## config.mk

```make
export PLATFORM = sky130hd
export DESIGN_NAME = reorder_buffer
export DESIGN_NICKNAME = d
export VERILOG_FILES = /design/src/rtl/reorder_buffer.sv
export SDC_FILE = /design/constraint.sdc
export NUM_CORES = 2
export LEC_CHECK = 0
export CORE_UTILIZATION = 40
export DETAILED_ROUTE_END_ITERATION = 12
export GPL_TIMING_DRIVEN = 0
export PLACE_DENSITY_LB_ADDON = 0.08
export SYNTH_ARGS = -nofsm -noshare
export SYNTH_HDL_FRONTEND = slang
export SYNTH_SLANG_ARGS = --single-unit
export TNS_END_PERCENT = 50
```

## constraint.sdc

```tcl
create_clock -name clk_in -period 4.2 [get_ports clk_in]
set_input_delay 0.84 -clock clk_in [delete_from_list [all_inputs] [get_ports clk_in]]
set_output_delay 0.84 -clock clk_in [all_outputs]
set_load 0.02 [all_outputs]
```

## src/rtl/reorder_buffer.sv

```systemverilog
// Circular in-order reorder buffer: allocates at the tail, captures CDB
// results, answers two operand lookups, and retires one entry per cycle at
// the head. A mispredicted branch retires with a flush that empties the buffer.
module reorder_buffer #(
    parameter int BITS = 4,
    parameter int SIZE = 16
) (
    input  logic            clk_in,
    input  logic            rst_in,
    input  logic            rdy_in,
    input  logic            issue_valid,
    input  logic [1:0]      issue_type,
    input  logic [4:0]      issue_rd,
    input  logic            issue_pred_taken,
    output logic [BITS-1:0] tail_id,
    output logic            full,
    input  logic            cdb_valid,
    input  logic [BITS-1:0] cdb_id,
    input  logic [31:0]     cdb_value,
    input  logic            cdb_taken,
    input  logic [BITS-1:0] query_id_1,
    output logic            query_busy_1,
    output logic [31:0]     query_value_1,
    input  logic [BITS-1:0] query_id_2,
    output logic            query_busy_2,
    output logic [31:0]     query_value_2,
    output logic            commit_valid,
    output logic [BITS-1:0] commit_id,
    output logic [4:0]      commit_rd,
    output logic [31:0]     commit_value,
    output logic            commit_store,
    output logic            flush,
    output logic [31:0]     flush_pc
);

    typedef enum logic [1:0] {
        T_REG    = 2'd0,
        T_BRANCH = 2'd1,
        T_STORE  = 2'd2,
        T_REG3   = 2'd3
    } rob_type_e;

    localparam logic [BITS:0] SIZE_C = (BITS+1)'(SIZE);

    // Per-entry state
    logic [SIZE-1:0] busy_q, busy_d;
    logic [SIZE-1:0] ready_q, ready_d;
    logic [SIZE-1:0] pred_q, pred_d;
    logic [SIZE-1:0] taken_q, taken_d;
    rob_type_e       type_q [SIZE];
    rob_type_e       type_d [SIZE];
    logic [4:0]      rd_q [SIZE];
    logic [4:0]      rd_d [SIZE];
    logic [31:0]     value_q [SIZE];
    logic [31:0]     value_d [SIZE];

    // Pointers and occupancy
    logic [BITS-1:0] head_q, head_d;
    logic [BITS-1:0] tail_q, tail_d;
    logic [BITS:0]   count_q, count_d;

    // Registered commit/flush outputs
    logic            commit_valid_q, commit_valid_d;
    logic [BITS-1:0] commit_id_q, commit_id_d;
    logic [4:0]      commit_rd_q, commit_rd_d;
    logic [31:0]     commit_value_q, commit_value_d;
    logic            commit_store_q, commit_store_d;
    logic            flush_q, flush_d;
    logic [31:0]     flush_pc_q, flush_pc_d;

    logic do_issue, do_commit, mispred;
    logic q1_hit, q2_hit;

    assign full     = (count_q == SIZE_C);
    assign tail_id  = tail_q;
    assign do_issue  = issue_valid && !full;
    // ready is registered, so a CDB result can retire no earlier than the next edge
    assign do_commit = (count_q != '0) && ready_q[head_q];
    assign mispred   = do_commit && (type_q[head_q] == T_BRANCH) &&
                       (taken_q[head_q] != pred_q[head_q]);

    // Operand lookups: same-cycle CDB bypass, else stored value once ready/retired
    assign q1_hit        = cdb_valid && (cdb_id == query_id_1) && busy_q[query_id_1];
    assign query_busy_1  = !q1_hit && busy_q[query_id_1] && !ready_q[query_id_1];
    assign query_value_1 = q1_hit ? cdb_value : (query_busy_1 ? 32'd0 : value_q[query_id_1]);
    assign q2_hit        = cdb_valid && (cdb_id == query_id_2) && busy_q[query_id_2];
    assign query_busy_2  = !q2_hit && busy_q[query_id_2] && !ready_q[query_id_2];
    assign query_value_2 = q2_hit ? cdb_value : (query_busy_2 ? 32'd0 : value_q[query_id_2]);

    assign commit_valid = commit_valid_q;
    assign commit_id    = commit_id_q;
    assign commit_rd    = commit_rd_q;
    assign commit_value = commit_value_q;
    assign commit_store = commit_store_q;
    assign flush        = flush_q;
    assign flush_pc     = flush_pc_q;

    // Next state: CDB capture, tail allocation, head retirement, flush override
    always_comb begin
        busy_d         = busy_q;
        ready_d        = ready_q;
        pred_d         = pred_q;
        taken_d        = taken_q;
        type_d         = type_q;
        rd_d           = rd_q;
        value_d        = value_q;
        head_d         = head_q;
        tail_d         = tail_q;
        count_d        = count_q;
        commit_valid_d = 1'b0;
        commit_store_d = 1'b0;
        flush_d        = 1'b0;
        commit_id_d    = commit_id_q;
        commit_rd_d    = commit_rd_q;
        commit_value_d = commit_value_q;
        flush_pc_d     = flush_pc_q;

        if (cdb_valid && busy_q[cdb_id]) begin
            value_d[cdb_id] = cdb_value;
            taken_d[cdb_id] = cdb_taken;
            ready_d[cdb_id] = 1'b1;
        end

        if (do_issue) begin
            busy_d[tail_q]  = 1'b1;
            ready_d[tail_q] = 1'b0;
            type_d[tail_q]  = rob_type_e'(issue_type);
            rd_d[tail_q]    = issue_rd;
            pred_d[tail_q]  = issue_pred_taken;
            tail_d          = tail_q + 1'b1;
        end

        if (do_commit) begin
            busy_d[head_q] = 1'b0;
            head_d         = head_q + 1'b1;
            commit_valid_d = 1'b1;
            commit_id_d    = head_q;
            commit_value_d = value_q[head_q];
            commit_rd_d    = (type_q[head_q] == T_BRANCH || type_q[head_q] == T_STORE)
                             ? 5'd0 : rd_q[head_q];
            commit_store_d = (type_q[head_q] == T_STORE);
        end

        case ({do_issue, do_commit})
            2'b10:   count_d = count_q + 1'b1;
            2'b01:   count_d = count_q - 1'b1;
            default: count_d = count_q;
        endcase

        // Mispredict wipes every entry, including anything issued or written this cycle
        if (mispred) begin
            flush_d    = 1'b1;
            flush_pc_d = value_q[head_q];
            busy_d     = '0;
            ready_d    = '0;
            head_d     = '0;
            tail_d     = '0;
            count_d    = '0;
        end
    end

    // State register with synchronous reset; rdy_in low freezes everything
    always_ff @(posedge clk_in) begin
        if (!rst_in) begin
            busy_q         <= '0;
            ready_q        <= '0;
            pred_q         <= '0;
            taken_q        <= '0;
            for (int i = 0; i < SIZE; i++) begin
                type_q[i]  <= T_REG;
                rd_q[i]    <= '0;
                value_q[i] <= '0;
            end
            head_q         <= '0;
            tail_q         <= '0;
            count_q        <= '0;
            commit_valid_q <= 1'b0;
            commit_id_q    <= '0;
            commit_rd_q    <= '0;
            commit_value_q <= '0;
            commit_store_q <= 1'b0;
            flush_q        <= 1'b0;
            flush_pc_q     <= '0;
        end else if (rdy_in) begin
            busy_q         <= busy_d;
            ready_q        <= ready_d;
            pred_q         <= pred_d;
            taken_q        <= taken_d;
            type_q         <= type_d;
            rd_q           <= rd_d;
            value_q        <= value_d;
            head_q         <= head_d;
            tail_q         <= tail_d;
            count_q        <= count_d;
            commit_valid_q <= commit_valid_d;
            commit_id_q    <= commit_id_d;
            commit_rd_q    <= commit_rd_d;
            commit_value_q <= commit_value_d;
            commit_store_q <= commit_store_d;
            flush_q        <= flush_d;
            flush_pc_q     <= flush_pc_d;
        end
    end

endmodule

```

==> results.json <==
{
  "status": "finished with violations",
  "violations": "DRC, setup timing",
  "dp_cells": 5416,
  "fin_nets": 4201,
  "synth-async-reset-ratio_pct": 0,
  "drive_gt1_share_pct": 24.9,
  "start_util_pct": 40.5,
  "die_area_um2": 108000,
  "post-dp-hpwl_um": 121000,
  "hp-start": "type_q[9]",
  "gr-usage-all-layers_pct": 31.0,
  "first_global_vias": 32700,
  "skew_ns": 0.0337,
  "timing.max_slew.rel_slack_pct": 9.17,
  "post-route-util_pct": 47.3,
  "final_min_period_over_clock_period_pct": 101,
  "synth_largest_area_cell": "sky130_fd_sc_hd__dfxtp_1",
  "stdcell_area_um2": 50000,
  "totalWireLength_um": 169000,
  "post-route-drc-count": 22,
  "fp.dieH_um": 329,
  "crit_arrival_ns": 3.38,
  "period_needed_ns": 4.22,
  "reg2reg_depth": 13,
  "synth_enable_flop_cells": 0,
  "cts_tree": "built",
  "drt-initial-drc-count": 3617,
  "synth_top_flop_cell": "sky130_fd_sc_hd__dfxtp_1",
  "pd_cells_nw_per_um2": 336,
  "cp_data_required_time_ns": 3.36,
  "maxClockFrequency_ghz": 0.237,
  "ys.warnings.count": 0,
  "clk-insertion-delay-late_ns": 0.69,
  "detail_route.vias_per_cell": 6.06,
  "finalSetupViolations": 2,
  "fp.coreArea_um2": 106000,
  "clockPowerShare_pct": 50.0,
  "netlist.area_leader.share_pct": 36.3,
  "maximum_buffer_depth_of_the_clock_tree": 3,
  "hold_viol": 0,
  "clock-sinks": 777,
  "fraction_of_power_spent_switching_nets_pct": 25.1,
  "post_synth_instance_area_um2": 42800,
  "placement.io_buffers": 155,
  "boundaryPins": 205,
  "cts.clk_slew.worst_paths_ns": 0.06,
  "drt_antenna_net_count": 0,
  "post_synth_main_area_contributors": "sky130_fd_sc_hd__dfxtp_1, sky130_fd_sc_hd__mux4_2, sky130_fd_sc_hd__mux2i_1",
  "fin_cells": 5597,
  "vdd_ir_drop_max_mv": 0.366,
  "grt_first_pass_wirelength_um": 241000,
  "postSynthCellCount": 3870,
  "p_seq_share_pct": 44.1,
  "leading_cell_types_in_the_layout_fill_and_taps_excluded": "sky130_fd_sc_hd__dfxtp_1, sky130_fd_sc_hd__nor2_1, sky130_fd_sc_hd__mux2i_1",
  "antenna_found_initial": 7,
  "gp_routability_congestion": 0.909,
  "rsz0062_at_grt": "true",
  "timing_max_transition_violations_final": 0,
  "syn-num-nets": 3940,
  "ys_ff_latch": 777,
  "crit_path_max_fanout": 10,
  "critical_path.endpoint_type": "output pin",
  "crit_type": "input pin to output pin",
  "final_critical_path_setup_slack_ns": -0.0219,
  "switchingPower_mw": 4.21,
  "postPlaceCellArea_um2": 46100,
  "sequential_area_share_after_synthesis_pct": 36.3,
  "mean_instance_size_in_the_synthesized_netlist_um2": 11.1,
  "first_pass_iters": 12,
  "cts_root_buffer": "sky130_fd_sc_hd__clkbuf_16",
  "holdPathStages": 2,
  "num_rows": 119,
  "mostFrequentLayoutCell": "sky130_fd_sc_hd__dfxtp_1",
  "p_int_mw": 12.6,
  "area_delta_synth_final_pct": 16.8,
  "num_vias": 33900,
  "grt_overflow": 0,
  "power.combinational.fraction_pct": 6.0,
  "nFillCells": 10100,
  "grt_max_degree": 20,
  "clock_tree.htree_level_count": 3,
  "worst-slew-pin-transition_ns": 1.36,
  "number_of_cts_inserted_buffers": 91,
  "die_width_um": 329,
  "worst_setup_path_startpoint": "query_id_1[2]",
  "synth_cell_types": 66,
  "start_kind": "input pin",
  "post_drt_wl_per_cell_um": 30.2,
  "worst_r2r_startpoint": "head_q[1]",
  "class_of_the_tightest_hold_or_removal_check": "register to register",
  "leakage_nw": 20.8,
  "max_cap_violations": 0
}
-- layout make-up --
| class | instances | area, µm² | area share, % |
|---|---|---|---|
| antenna | 2 | 5.00 | 0.0100 |
| buffer | 390 | 2380 | 4.77 |
| clock buffer | 132 | 2660 | 5.33 |
| clock inverter | 34 | 430 | 0.861 |
| inverter | 14 | 52.6 | 0.105 |
| multi-input combinational | 2684 | 25600 | 51.2 |
| sequential | 777 | 15600 | 31.1 |
| tap | 1391 | 1740 | 3.48 |
| timing repair buffer | 173 | 1560 | 3.13 |
-- state kept, by name (all words and copies together) (netlist names), 16 cells and up --
signal        count
busy_q           16
commit_value     32
flush_pc         32
pred_q           16
rd_q             80
ready_q          16
taken_q          16
type_q           32
value_q         512
-- worst max-delay path, stage by stage --
cell	delay [ns]
sky130_fd_sc_hd__clkdlybuf4s15_2	0.38
sky130_fd_sc_hd__xor2_1	0.26
sky130_fd_sc_hd__nor4_4	0.51
sky130_fd_sc_hd__and2_4	0.42
sky130_fd_sc_hd__clkbuf_2	0.45
sky130_fd_sc_hd__nand2_1	0.10
sky130_fd_sc_hd__o21ai_1	0.17
sky130_fd_sc_hd__buf_2	0.22
-- stage by stage --
step                setup TNS [ns]  setup WS, ns  power [mW]  hold slack (ns)
CTS                              0       0.00532        16.9            0.452
finish                     -0.0319       -0.0219        16.8            0.450
floorplan                        0         0.211        8.10            0.433
global placement           -179.58         -2.17        8.49            0.438
detailed placement         -179.26         -2.16        8.49            0.444
global route               -0.0141       -0.0141        17.2            0.468
-- power by group through the flow --
stage                     logic, mW  registers [mW]  clock network, mW
after floorplan               0.551            7.55                  0
after global placement        0.940            7.55                  0
after detailed placement      0.940            7.55                  0
after CTS                     0.988            7.39               8.49
after global routing           1.04            7.39               8.75
final                          1.00            7.39               8.39
-- cell usage after synthesis (3+ instances only) --
cell	number
sky130_fd_sc_hd__clkbuf_1	248
sky130_fd_sc_hd__a211oi_1	8
sky130_fd_sc_hd__nand2_1	466
sky130_fd_sc_hd__and2_1	9
sky130_fd_sc_hd__dfxtp_1	777
sky130_fd_sc_hd__o32ai_1	8
sky130_fd_sc_hd__mux4_2	550
sky130_fd_sc_hd__a32o_1	3
sky130_fd_sc_hd__nor2b_1	4
sky130_fd_sc_hd__nor4_1	3
sky130_fd_sc_hd__xor2_1	8
sky130_fd_sc_hd__nand3_1	15
sky130_fd_sc_hd__a21oi_1	183
sky130_fd_sc_hd__buf_2	53
sky130_fd_sc_hd__inv_2	3
sky130_fd_sc_hd__nor3b_2	3
sky130_fd_sc_hd__a311oi_1	15
sky130_fd_sc_hd__inv_1	11
sky130_fd_sc_hd__o21a_1	5
sky130_fd_sc_hd__a41oi_1	4
sky130_fd_sc_hd__a31oi_1	3
sky130_fd_sc_hd__o21ai_1	18
sky130_fd_sc_hd__nor3_1	3
sky130_fd_sc_hd__and3_1	10
sky130_fd_sc_hd__buf_6	47
sky130_fd_sc_hd__o21ai_0	47
sky130_fd_sc_hd__xnor2_1	6
sky130_fd_sc_hd__nand2_2	13
sky130_fd_sc_hd__buf_1	33
sky130_fd_sc_hd__nor2_1	613
sky130_fd_sc_hd__buf_4	14
sky130_fd_sc_hd__a22oi_1	4
sky130_fd_sc_hd__nand2_8	4
sky130_fd_sc_hd__mux2i_1	563
sky130_fd_sc_hd__nand2b_1	66
sky130_fd_sc_hd__ha_1	12
-- path summary, 6_finish.rpt --
check | end | slack, ns
max | query_value_1[19] | -0.02
min reg2reg | type_q[9] | 0.45
max reg2reg | flush_pc[25] | 0.14
min | type_q[9] | 0.45
-- layer usage --
metal	share of wire (%)	wire, µm	up-vias	GRT usage, %
li1	-	-	14700	-
met1	43	73000	17500	43.6
met2	45	75900	1473	47.0
met3	8.4	14200	268	6.73
met4	3.6	6060	6	11.2
met5	0.017	28	-	0
-- repair_timing --
| action | in CTS | in global routing |
|---|---|---|
| hold buffers | 0 | 0 |
| pin swaps | 11 | 5 |
| cloned | 6 | 0 |
| setup buffers | 8 | 4 |
| gates resized for setup | 567 | 35 |
| endpoints found under the setup margin | 147 | 73 |
-- kinds of logic (layout without fill, tap and decap cells) --
family / count (synthesis) / in the layout / synth area share (%)
other: 0 / 2 / 0
buffers and inverters: 409 / 743 / 4.69
and+or+nand+nor: 1223 / 1223 / 11.8
DFF: 777 / 777 / 36.3
adders and majority gates: 12 / 12 / 0.351
muxes: 1114 / 1114 / 42.1
xor gates and xnor gates: 15 / 15 / 0.351
AOI/OAI and AO/OA: 320 / 320 / 4.38
Power figures use the tool's default switching activity.
